## src/rtl/tdc_reader_pkg.sv

```systemverilog
// -----------------------------------------------------------------------------
// tdc_reader_pkg
// Shared types and constants for the ring-oscillator TDC sample reader.
//   state_e    : reader FSM states (IDLE, SETTLE, SAMPLE, DONE)
//   TDC_CNT_W  : width of the tile's time count (uo_out)
//   TDC_SEL_W  : width of the tile's oscillator mux select (ui_in[1:0])
// Optional feature macro used by the reader: TDC_READER_MINMAX_EN.
// -----------------------------------------------------------------------------
package tdc_reader_pkg;

    localparam int TDC_CNT_W = 8;
    localparam int TDC_SEL_W = 2;

    typedef enum logic [1:0] {
        IDLE   = 2'd0,
        SETTLE = 2'd1,
        SAMPLE = 2'd2,
        DONE   = 2'd3
    } state_e;

endpackage

```

## src/rtl/tdc_count_sync.sv

```systemverilog
// -----------------------------------------------------------------------------
// tdc_count_sync
// Brings the tile's free-running time count into the clk domain through a
// two-flop synchronizer and keeps the previous synchronized value so the
// reader can tell whether the count held still for a cycle.
// Ports:
//   clk        in  : system clock
//   rst_n      in  : asynchronous active-low reset (all flops cleared)
//   tile_count in  : TDC tile uo_out, asynchronous to clk
//   cnt_s      out : synchronized count
//   stable     out : cnt_s equals its value one cycle earlier
// -----------------------------------------------------------------------------
module tdc_count_sync
    import tdc_reader_pkg::*;
(
    input  logic                 clk,
    input  logic                 rst_n,
    input  logic [TDC_CNT_W-1:0] tile_count,
    output logic [TDC_CNT_W-1:0] cnt_s,
    output logic                 stable
);

    logic [TDC_CNT_W-1:0] sync1_q;
    logic [TDC_CNT_W-1:0] sync2_q;
    logic [TDC_CNT_W-1:0] prev_q;

    always_ff @(posedge clk or negedge rst_n) begin
        if (!rst_n) begin
            sync1_q <= '0;
            sync2_q <= '0;
            prev_q  <= '0;
        end else begin
            sync1_q <= tile_count;
            sync2_q <= sync1_q;
            prev_q  <= sync2_q;
        end
    end

    assign cnt_s  = sync2_q;
    // A multi-bit count sampled mid-transition can be incoherent; two equal
    // consecutive values mean the count was not moving across the capture.
    assign stable = (sync2_q == prev_q);

endmodule

```

## src/rtl/tdc_sample_reader.sv

```systemverilog
// -----------------------------------------------------------------------------
// tdc_sample_reader
// Host-side reader for the ring-oscillator TDC tile. On start it selects the
// oscillator, waits SETTLE_CYCLES clocks, sums 2^SAMPLES_LOG2 stable count
// samples and offers the raw sum on a ready/valid port.
// Parameters:
//   SAMPLES_LOG2  : log2 of samples per measurement (0..8)
//   SETTLE_CYCLES : clocks spent in SETTLE after a select change (1..255)
// Ports:
//   clk, rst_n         : clock, asynchronous active-low reset
//   start, sel_req     : measurement request (IDLE only) and oscillator select
//   tile_sel           : to tile ui_in[1:0], held in IDLE
//   tile_count         : from tile uo_out (asynchronous)
//   res_data/res_valid/res_ready : result sum and handshake
//   res_min, res_max   : min/max accepted sample (only with TDC_READER_MINMAX_EN)
//   busy               : high whenever the FSM is not in IDLE
// Optional feature macro: TDC_READER_MINMAX_EN.
// -----------------------------------------------------------------------------
module tdc_sample_reader
    import tdc_reader_pkg::*;
#(
    parameter int SAMPLES_LOG2  = 4,
    parameter int SETTLE_CYCLES = 4
) (
    input  logic                           clk,
    input  logic                           rst_n,
    input  logic                           start,
    input  logic [TDC_SEL_W-1:0]           sel_req,
    output logic [TDC_SEL_W-1:0]           tile_sel,
    input  logic [TDC_CNT_W-1:0]           tile_count,
    output logic [TDC_CNT_W+SAMPLES_LOG2-1:0] res_data,
    output logic                           res_valid,
    input  logic                           res_ready,
`ifdef TDC_READER_MINMAX_EN
    output logic [TDC_CNT_W-1:0]           res_min,
    output logic [TDC_CNT_W-1:0]           res_max,
`endif
    output logic                           busy
);

    localparam int ACC_W = TDC_CNT_W + SAMPLES_LOG2;
    // One spare bit so the counter works for SAMPLES_LOG2 = 0 as well.
    localparam int CNT_W = SAMPLES_LOG2 + 1;
    localparam logic [CNT_W-1:0] LAST_SAMPLE = CNT_W'((1 << SAMPLES_LOG2) - 1);
    localparam logic [7:0]       SETTLE_INIT = 8'(SETTLE_CYCLES);

    logic [TDC_CNT_W-1:0] cnt_s;
    logic                 stable;

    tdc_count_sync u_sync (
        .clk        (clk),
        .rst_n      (rst_n),
        .tile_count (tile_count),
        .cnt_s      (cnt_s),
        .stable     (stable)
    );

    state_e               state_q,  state_d;
    logic [TDC_SEL_W-1:0] sel_q,    sel_d;
    logic [ACC_W-1:0]     acc_q,    acc_d;
    logic [CNT_W-1:0]     scnt_q,   scnt_d;
    logic [7:0]           settle_q, settle_d;
`ifdef TDC_READER_MINMAX_EN
    logic [TDC_CNT_W-1:0] min_q,    min_d;
    logic [TDC_CNT_W-1:0] max_q,    max_d;
`endif

    always_ff @(posedge clk or negedge rst_n) begin
        if (!rst_n) begin
            state_q  <= IDLE;
            sel_q    <= '0;
            acc_q    <= '0;
            scnt_q   <= '0;
            settle_q <= '0;
`ifdef TDC_READER_MINMAX_EN
            min_q    <= '0;
            max_q    <= '0;
`endif
        end else begin
            state_q  <= state_d;
            sel_q    <= sel_d;
            acc_q    <= acc_d;
            scnt_q   <= scnt_d;
            settle_q <= settle_d;
`ifdef TDC_READER_MINMAX_EN
            min_q    <= min_d;
            max_q    <= max_d;
`endif
        end
    end

    always_comb begin
        state_d  = state_q;
        sel_d    = sel_q;
        acc_d    = acc_q;
        scnt_d   = scnt_q;
        settle_d = settle_q;
`ifdef TDC_READER_MINMAX_EN
        min_d    = min_q;
        max_d    = max_q;
`endif
        case (state_q)
            IDLE: begin
                if (start) begin
                    sel_d    = sel_req;
                    acc_d    = '0;
                    scnt_d   = '0;
                    settle_d = SETTLE_INIT;
`ifdef TDC_READER_MINMAX_EN
                    min_d    = '0;
                    max_d    = '0;
`endif
                    state_d  = SETTLE;
                end
            end
            SETTLE: begin
                // Leaving on the cycle the counter reads 1 gives exactly
                // SETTLE_CYCLES cycles in this state.
                if (settle_q == 8'd1) begin
                    state_d = SAMPLE;
                end else begin
                    settle_d = settle_q - 8'd1;
                end
            end
            SAMPLE: begin
                if (stable) begin
                    acc_d  = acc_q + ACC_W'(cnt_s);
                    scnt_d = scnt_q + CNT_W'(1);
`ifdef TDC_READER_MINMAX_EN
                    if (scnt_q == '0) begin
                        min_d = cnt_s;
                        max_d = cnt_s;
                    end else begin
                        if (cnt_s < min_q) min_d = cnt_s;
                        if (cnt_s > max_q) max_d = cnt_s;
                    end
`endif
                    if (scnt_q == LAST_SAMPLE) begin
                        state_d = DONE;
                    end
                end
            end
            DONE: begin
                if (res_ready) begin
                    state_d = IDLE;
                end
            end
            default: state_d = IDLE;
        endcase
    end

    // The accumulator only moves on start or in SAMPLE, so the result is
    // frozen for the whole of DONE.
    assign res_data  = acc_q;
    assign res_valid = (state_q == DONE);
    assign busy      = (state_q != IDLE);
    assign tile_sel  = sel_q;
`ifdef TDC_READER_MINMAX_EN
    assign res_min   = min_q;
    assign res_max   = max_q;
`endif

endmodule

```

## config.mk

```make
export PLATFORM = sky130hd
export DESIGN_NAME = tdc_sample_reader
export DESIGN_NICKNAME = d
export VERILOG_FILES = /design/src/rtl/tdc_reader_pkg.sv /design/src/rtl/tdc_count_sync.sv /design/src/rtl/tdc_sample_reader.sv
export SDC_FILE = /design/constraint.sdc
export NUM_CORES = 1
export LEC_CHECK = 0
export CORE_MARGIN = 2
export CORE_UTILIZATION = 50
export CTS_BUF_LIST = sky130_fd_sc_hd__clkbuf_16
export DETAILED_ROUTE_END_ITERATION = 6
export PLACE_DENSITY = 0.81
export SLEW_MARGIN = 40
export SYNTH_ARGS = -nofsm -noshare
export SYNTH_HDL_FRONTEND = slang
export SYNTH_SLANG_ARGS = --single-unit
```

## constraint.sdc

```tcl
create_clock -name clk -period 1.8 [get_ports clk]
set_input_delay 0.54 -clock clk [delete_from_list [all_inputs] [get_ports clk]]
set_output_delay 0.54 -clock clk [all_outputs]
set_load 0.01 [all_outputs]
```

==> results of run 1 <==
## flip-flops by register name, indices dropped and copies added, names as in the netlist
signal and count:
res_data 12, settle_q 8, u_sync.cnt_s 8, u_sync.prev_q 8, u_sync.sync1_q 8, scnt_q 5, state_q 2, tile_sel 2
## how the worst min path moves through the flow
stage                           start         endpoint  slack (ns)  depth (start not counted)
global placement    u_sync.sync1_q[1]  u_sync.cnt_s[1]        0.33                          0
floorplan                       rst_n      res_data[0]        0.24                          0
detailed placement  u_sync.sync1_q[1]  u_sync.cnt_s[1]        0.34                          0
global route                    rst_n  u_sync.cnt_s[1]        0.24                          2
CTS                             rst_n  u_sync.cnt_s[1]        0.24                          2
finish                          rst_n  u_sync.cnt_s[1]        0.23                          2
## cells in the final DEF, fill, tap and decap left out, types with 3 or more instances in the layout
| cell | instances |
|---|---|
| a21o_1 | 4 |
| clkbuf_16 | 5 |
| nor2_1 | 18 |
| inv_2 | 4 |
| dlygate4sd2_1 | 5 |
| xnor2_1 | 11 |
| dfrtp_1 | 53 |
| a21oi_2 | 3 |
| ha_1 | 8 |
| a31oi_1 | 4 |
| inv_1 | 8 |
| o21ai_0 | 5 |
| clkdlybuf4s50_1 | 18 |
| xor2_1 | 8 |
| nand2_2 | 3 |
| nand3_1 | 7 |
| buf_4 | 50 |
| mux2_2 | 4 |
| and3_1 | 4 |
| mux2i_1 | 6 |
| ha_4 | 5 |
| a41o_1 | 5 |
| a21oi_1 | 5 |
| ha_2 | 4 |
| nand4_1 | 6 |
| nand2_1 | 7 |
| dlymetal6s2s_1 | 3 |
## worst max-delay path: stages (launching register included)
cell	delay, ns
dfrtp_1	0.40
ha_1	0.32
buf_4	0.17
a21oi_2	0.14
o21ai_2	0.12
a31oi_1	0.26
xnor2_1	0.11
a41o_1	0.24
## report_power, final
group | internal [mW] | switching [mW] | total, mW
Sequential | 1.45 | 0.219 | 1.67
Combinational | 1.63 | 1.61 | 3.24
Clock | 0.523 | 0.439 | 0.962
Total | 3.60 | 2.27 | 5.87
## layout make-up
type	count	area, sq um	share of cell area, %
Timing Repair Buffer	81	683	18.6
Clock buffer	5	125	3.40
Tap cell	70	87.6	2.38
Sequential cell	53	1330	36.0
Multi-Input combinational cell	157	1390	37.7
Clock inverter	3	25.0	0.680
Inverter	12	45.0	1.22
## per-layer routing
metal	global-route usage, %	share of wire [%]	vias up
li1	-	-	977
met1	28.2	43	1024
met2	34.3	50	65
met3	4.98	4.3	16
met4	6.18	2.3	0
met5	0	0	-
## cell families (layout without fill, tap and decap cells)
logic type                 after synthesis  in the layout  synth area share (%)
buffers and inverters                   18            101                  2.75
xor gates and xnor gates                20             20                  6.75
DFF                                     53             53                  51.1
adders and majority gates               18             18                  8.97
muxes                                   11             11                  4.49
AOI/OAI and AO/OA                       46             46                  12.9
and+or+nand+nor                         62             62                  13.0
## what timing repair did
action | CTS | global route
buffers inserted | 3 | 4
pin swaps | 4 | 6
gates resized for setup | 26 | 29
setup endpoints to repair | 19 | 28
## through the flow
stage	cells	util (%)	instance area, sq um
after global placement	366	65.5	3300
after global routing	381	73.0	3680
after CTS	377	69.8	3520
after floorplan	228	-	2610
final	381	73.0	3680
after detailed placement	366	65.5	3300
==> flow_summary.ini, run 1 <==
[run_status]
outcome = finished with violations
failed_checks = setup timing

[worst_setup_path]
critPathRequiredTime_ns = 1.99
cp-start-kind = register
path_class = reg2reg
critPathLaunch = res_data[4]
endpoint_kind = register
crit_path_end = res_data[7]
r2r-end = res_data[7]
reg2reg_setup_slack_ns = -0.07
crit_fanout = 4
r2r-start = res_data[4]
critical_path_arrival_ns = 2.06
reg2reg_depth = 7

[synth]
synth_area_sq_um = 2590
synthTopCellsByArea = dfrtp_1, ha_1, xnor2_1, nor2_1, xor2_1
synth.most_common_cell = dfrtp_1
synth_top_area_share_pct = 51.1
postSynthAreaPerCell_sq_um = 11.4
ys_seq_area_share_pct = 51.1
synth-warning-count = 0
synth_nets = 260
synthArstFlopShare_pct = 100
ys_ff_latch = 53
synth_cells = 228
synth.distinct_cells = 45
synthTopCellsByCount = dfrtp_1, nor2_1, ha_1, inv_1, xnor2_1
synth_top_flop_cell = dfrtp_1
synth_top_area_cell = dfrtp_1
synth_edf_count = 0

[global_routing]
grt_usage_pct = 21.0
first_global_vias = 2057
grt_pass1_wl_mm = 9.74
antenna_found_initial = 0
grt_max_degree = 54
grt.overflow.total = 0

[clocking]
cts_hold_buffers = 0
cts_sinks = 53
cts-root-buf = clkbuf_16
clkTransAtPathRegs_ns = 0.07
cts_buffer_depth = 2
clock_latency_ns = 0.29
cts-buffers-inserted = 5
cts_tree = yes
h-tree-depth = 2

[timing]
slew_headroom_pct = 77.4
layout_min_cycle_time_ns = 1.87
tns_ns = -0.0715
tightest_slew_ns = 0.337
hold_violations = 0
whs_ns = 0.225
setup_ws_ns = -0.0715
rsz0062_at_grt = yes
layout_worst_path_cycle_share_pct = 104
fmax_mhz = 534
maxSlewViolCount = 0
skew_ns = 0.00604
finalSetupViolations = 1

[place]
dp_slack_ns = -0.251
hpwl_mm = 3.80
gp_congestion = 0.855
placement.io_buffers = 29

[final_layout]
nNetsFinal = 342
nFillCells = 325
syn2layout_area_growth_pct = 41.9
drive_above_1_share_pct = 35.0
diodes = 0

[worst_hold_path]
hp-class = in2async

[route]
wl_per_cell_microns = 16.1
ant_nets = 0
drc = 0
finalWirelength_mm = 6.13
dr.pass1.iters = 4
via_per_inst = 5.46
drt_first_iter_violations = 177
num_vias = 2082

[die]
top_level_ports = 30
initial_core_util_pct = 51.4
fp.dieArea_sq_um = 5780
row_count = 26
die_x_microns = 76.0
core_area_sq_um = 5040
die_y_microns = 76.0

[run]
maxCapViolations = 0

[power]
leakagePower_nw = 1.78
vdd_drop_max_v = 0.000740
p_per_area_nw_per_um2 = 1590
power_mw = 5.87
Note: power is estimated with default switching activity, not from simulation.
==> inputs of run 2 (changes only) <==
DONT_BUFFER_PORTS = 1   (was default)
MAX_ROUTING_LAYER = met4   (was default)
PLACE_DENSITY = 0.74   (was 0.81)
==> run 2 against run 1 <==
The flow finishes with violations (hold timing, setup timing); sequential power hardly changed; global-route usage is 1.1 points lower; hold slack worse by 0.28 ns; clock-buffer cell count is the same; final cell count is 7.6% lower; core utilization decreased by 5.5 points; highest routed layer unchanged.
==> flow_summary.ini, run 2 (synthesized netlist as in run 1, its figures left out) <==
[die]
die_x_microns = 76.0
fp.dieArea_sq_um = 5780
die_y_microns = 76.0
row_count = 26
core_area_sq_um = 5040
initial_core_util_pct = 51.4
top_level_ports = 30

[worst_setup_path]
path_class = reg2reg
reg2reg_depth = 5
cp-start-kind = register
r2r-start = u_sync.cnt_s[6]
critical_path_arrival_ns = 1.99
reg2reg_setup_slack_ns = -0.01
critPathRequiredTime_ns = 1.98
crit_fanout = 5
r2r-end = state_q[1]
endpoint_kind = register

[clocking]
cts-root-buf = clkbuf_16
cts_tree = yes
h-tree-depth = 2
cts_buffer_depth = 2
clock_latency_ns = 0.29
cts_sinks = 53
clkTransAtPathRegs_ns = 0.07
cts-buffers-inserted = 5

[final_layout]
nNetsFinal = 313
drive_above_1_share_pct = 35.8
syn2layout_area_growth_pct = 31.2
stdcell_count = 352
final_common_cell = dfrtp_1
postLayoutCoreUtil_pct = 67.5
fin_area_sq_um = 3400
nFillCells = 341
largest_reg_flops = 12
final_cell_mix = dfrtp_1, buf_4, nor2_1
diodes = 0

[route]
dr.pass1.iters = 4
via_per_inst = 5.46
num_vias = 1922
wl_per_cell_microns = 15.7
ant_nets = 0
finalWirelength_mm = 5.53
drc = 0
drt_first_iter_violations = 124

[power]
internal_power_mw = 3.57
p_per_area_nw_per_um2 = 1660
leakagePower_nw = 1.65
p_sw_share_pct = 36.7
pwr-share-clk_pct = 19.7
vdd_drop_max_v = 0.00107
power_mw = 5.64
power.share.sequential_pct = 29.7
p_sw_mw = 2.07
combPwrFrac_pct = 50.7

[timing]
tightest_slew_ns = 0.326
layout_worst_path_cycle_share_pct = 101
finalSetupViolations = 2
slew_headroom_pct = 78.2
maxSlewViolCount = 0
rsz0062_at_grt = yes
fmax_mhz = 552
tns_ns = -0.0154
layout_min_cycle_time_ns = 1.81
whs_ns = -0.0593
skew_ns = 0.00841
setup_ws_ns = -0.0118
hold_violations = 53

[global_routing]
first_global_vias = 1882
grt_pass1_wl_mm = 8.84
grt.overflow.total = 0
antenna_found_initial = 0
grt_max_degree = 54
grt_usage_pct = 19.9

[place]
gp_congestion = 0.828
placement.io_buffers = 0
dpl_cell_area_sq_um = 2990
hpwl_mm = 3.62
dp_cells = 335
dp_slack_ns = -0.102

[run]
maxCapViolations = 0

[worst_hold_path]
hp-class = in2async

[run_status]
failed_checks = hold timing, setup timing
outcome = finished with violations
[run 2: changes by cell type in the layout (fill, tap and decap cells not counted), moves of 2 or more]
cell             delta
a21oi_1             +2
buf_4               -3
buf_6               +2
clkdlybuf4s50_1    -18
dlygate4sd2_1       -5
dlymetal6s2s_1      -3
ha_1                +3
ha_2                -2
inv_1               +2
inv_2               -2
xnor2_1             -5
xnor2_2             +5
[run 2: timing repair]
action                     in CTS  in global routing
hold endpoints to repair       53                 53
cloned                          0                  2
setup buffers                   4                  3
gates resized for setup        11                 22
setup endpoints to repair      15                 24
pin swaps                       5                  5
[run 2: per-layer routing]
| metal | GRT usage, % | vias to the layer above | share of wire (%) |
|---|---|---|---|
| met2 | 31.3 | 47 | 49 |
| met5 | - | - | 0 |
| li1 | - | 922 | - |
| met4 | 6.91 | 0 | 1.9 |
| met3 | 4.86 | 10 | 4.8 |
| met1 | 25.3 | 943 | 44 |
[run 2: how the worst max path moves through the flow]
| stage | from | endpoint | slack (ns) | depth (start not counted) |
|---|---|---|---|---|
| final | u_sync.cnt_s[6] | state_q[1] | -0.01 | 5 |
| after global routing | u_sync.cnt_s[3] | res_data[0] | -0.08 | 7 |
| after CTS | scnt_q[1] | state_q[1] | 0.006 | 7 |
| after detailed placement | u_sync.cnt_s[2] | res_data[11] | -0.10 | 6 |
| after global placement | res_data[2] | res_data[11] | -0.05 | 6 |
| after floorplan | state_q[0] | state_q[1] | 0.001 | 7 |
[run 2: final cells by class]
type	instances	area (sq um)	area share, %
multi-input cells	157	1370	40.3
well taps	70	87.6	2.57
clock buffers	5	125	3.68
inverters	12	45.0	1.32
repair buffers	52	397	11.7
flip-flops and latches	53	1330	39.0
clock inverters	3	50.0	1.47
[run 2: worst max-delay path, cell delays in order, from the launching register on]
cell	delay (ns)
dfrtp_1	0.44
xnor2_2	0.20
nand4_1	0.21
o21ai_4	0.31
nor2b_4	0.22
mux2_4	0.31
[run 2: power by group through the flow]
stage | combinational (mW) | clock (mW) | sequential (mW)
2_1_floorplan | 1.47 | 0 | 1.73
3_3_place_gp | 2.39 | 0 | 1.67
3_5_place_dp | 2.44 | 0 | 1.68
4_1_cts | 2.60 | 1.14 | 1.65
5_1_grt | 3.15 | 1.19 | 1.70
6_report | 2.86 | 1.11 | 1.67
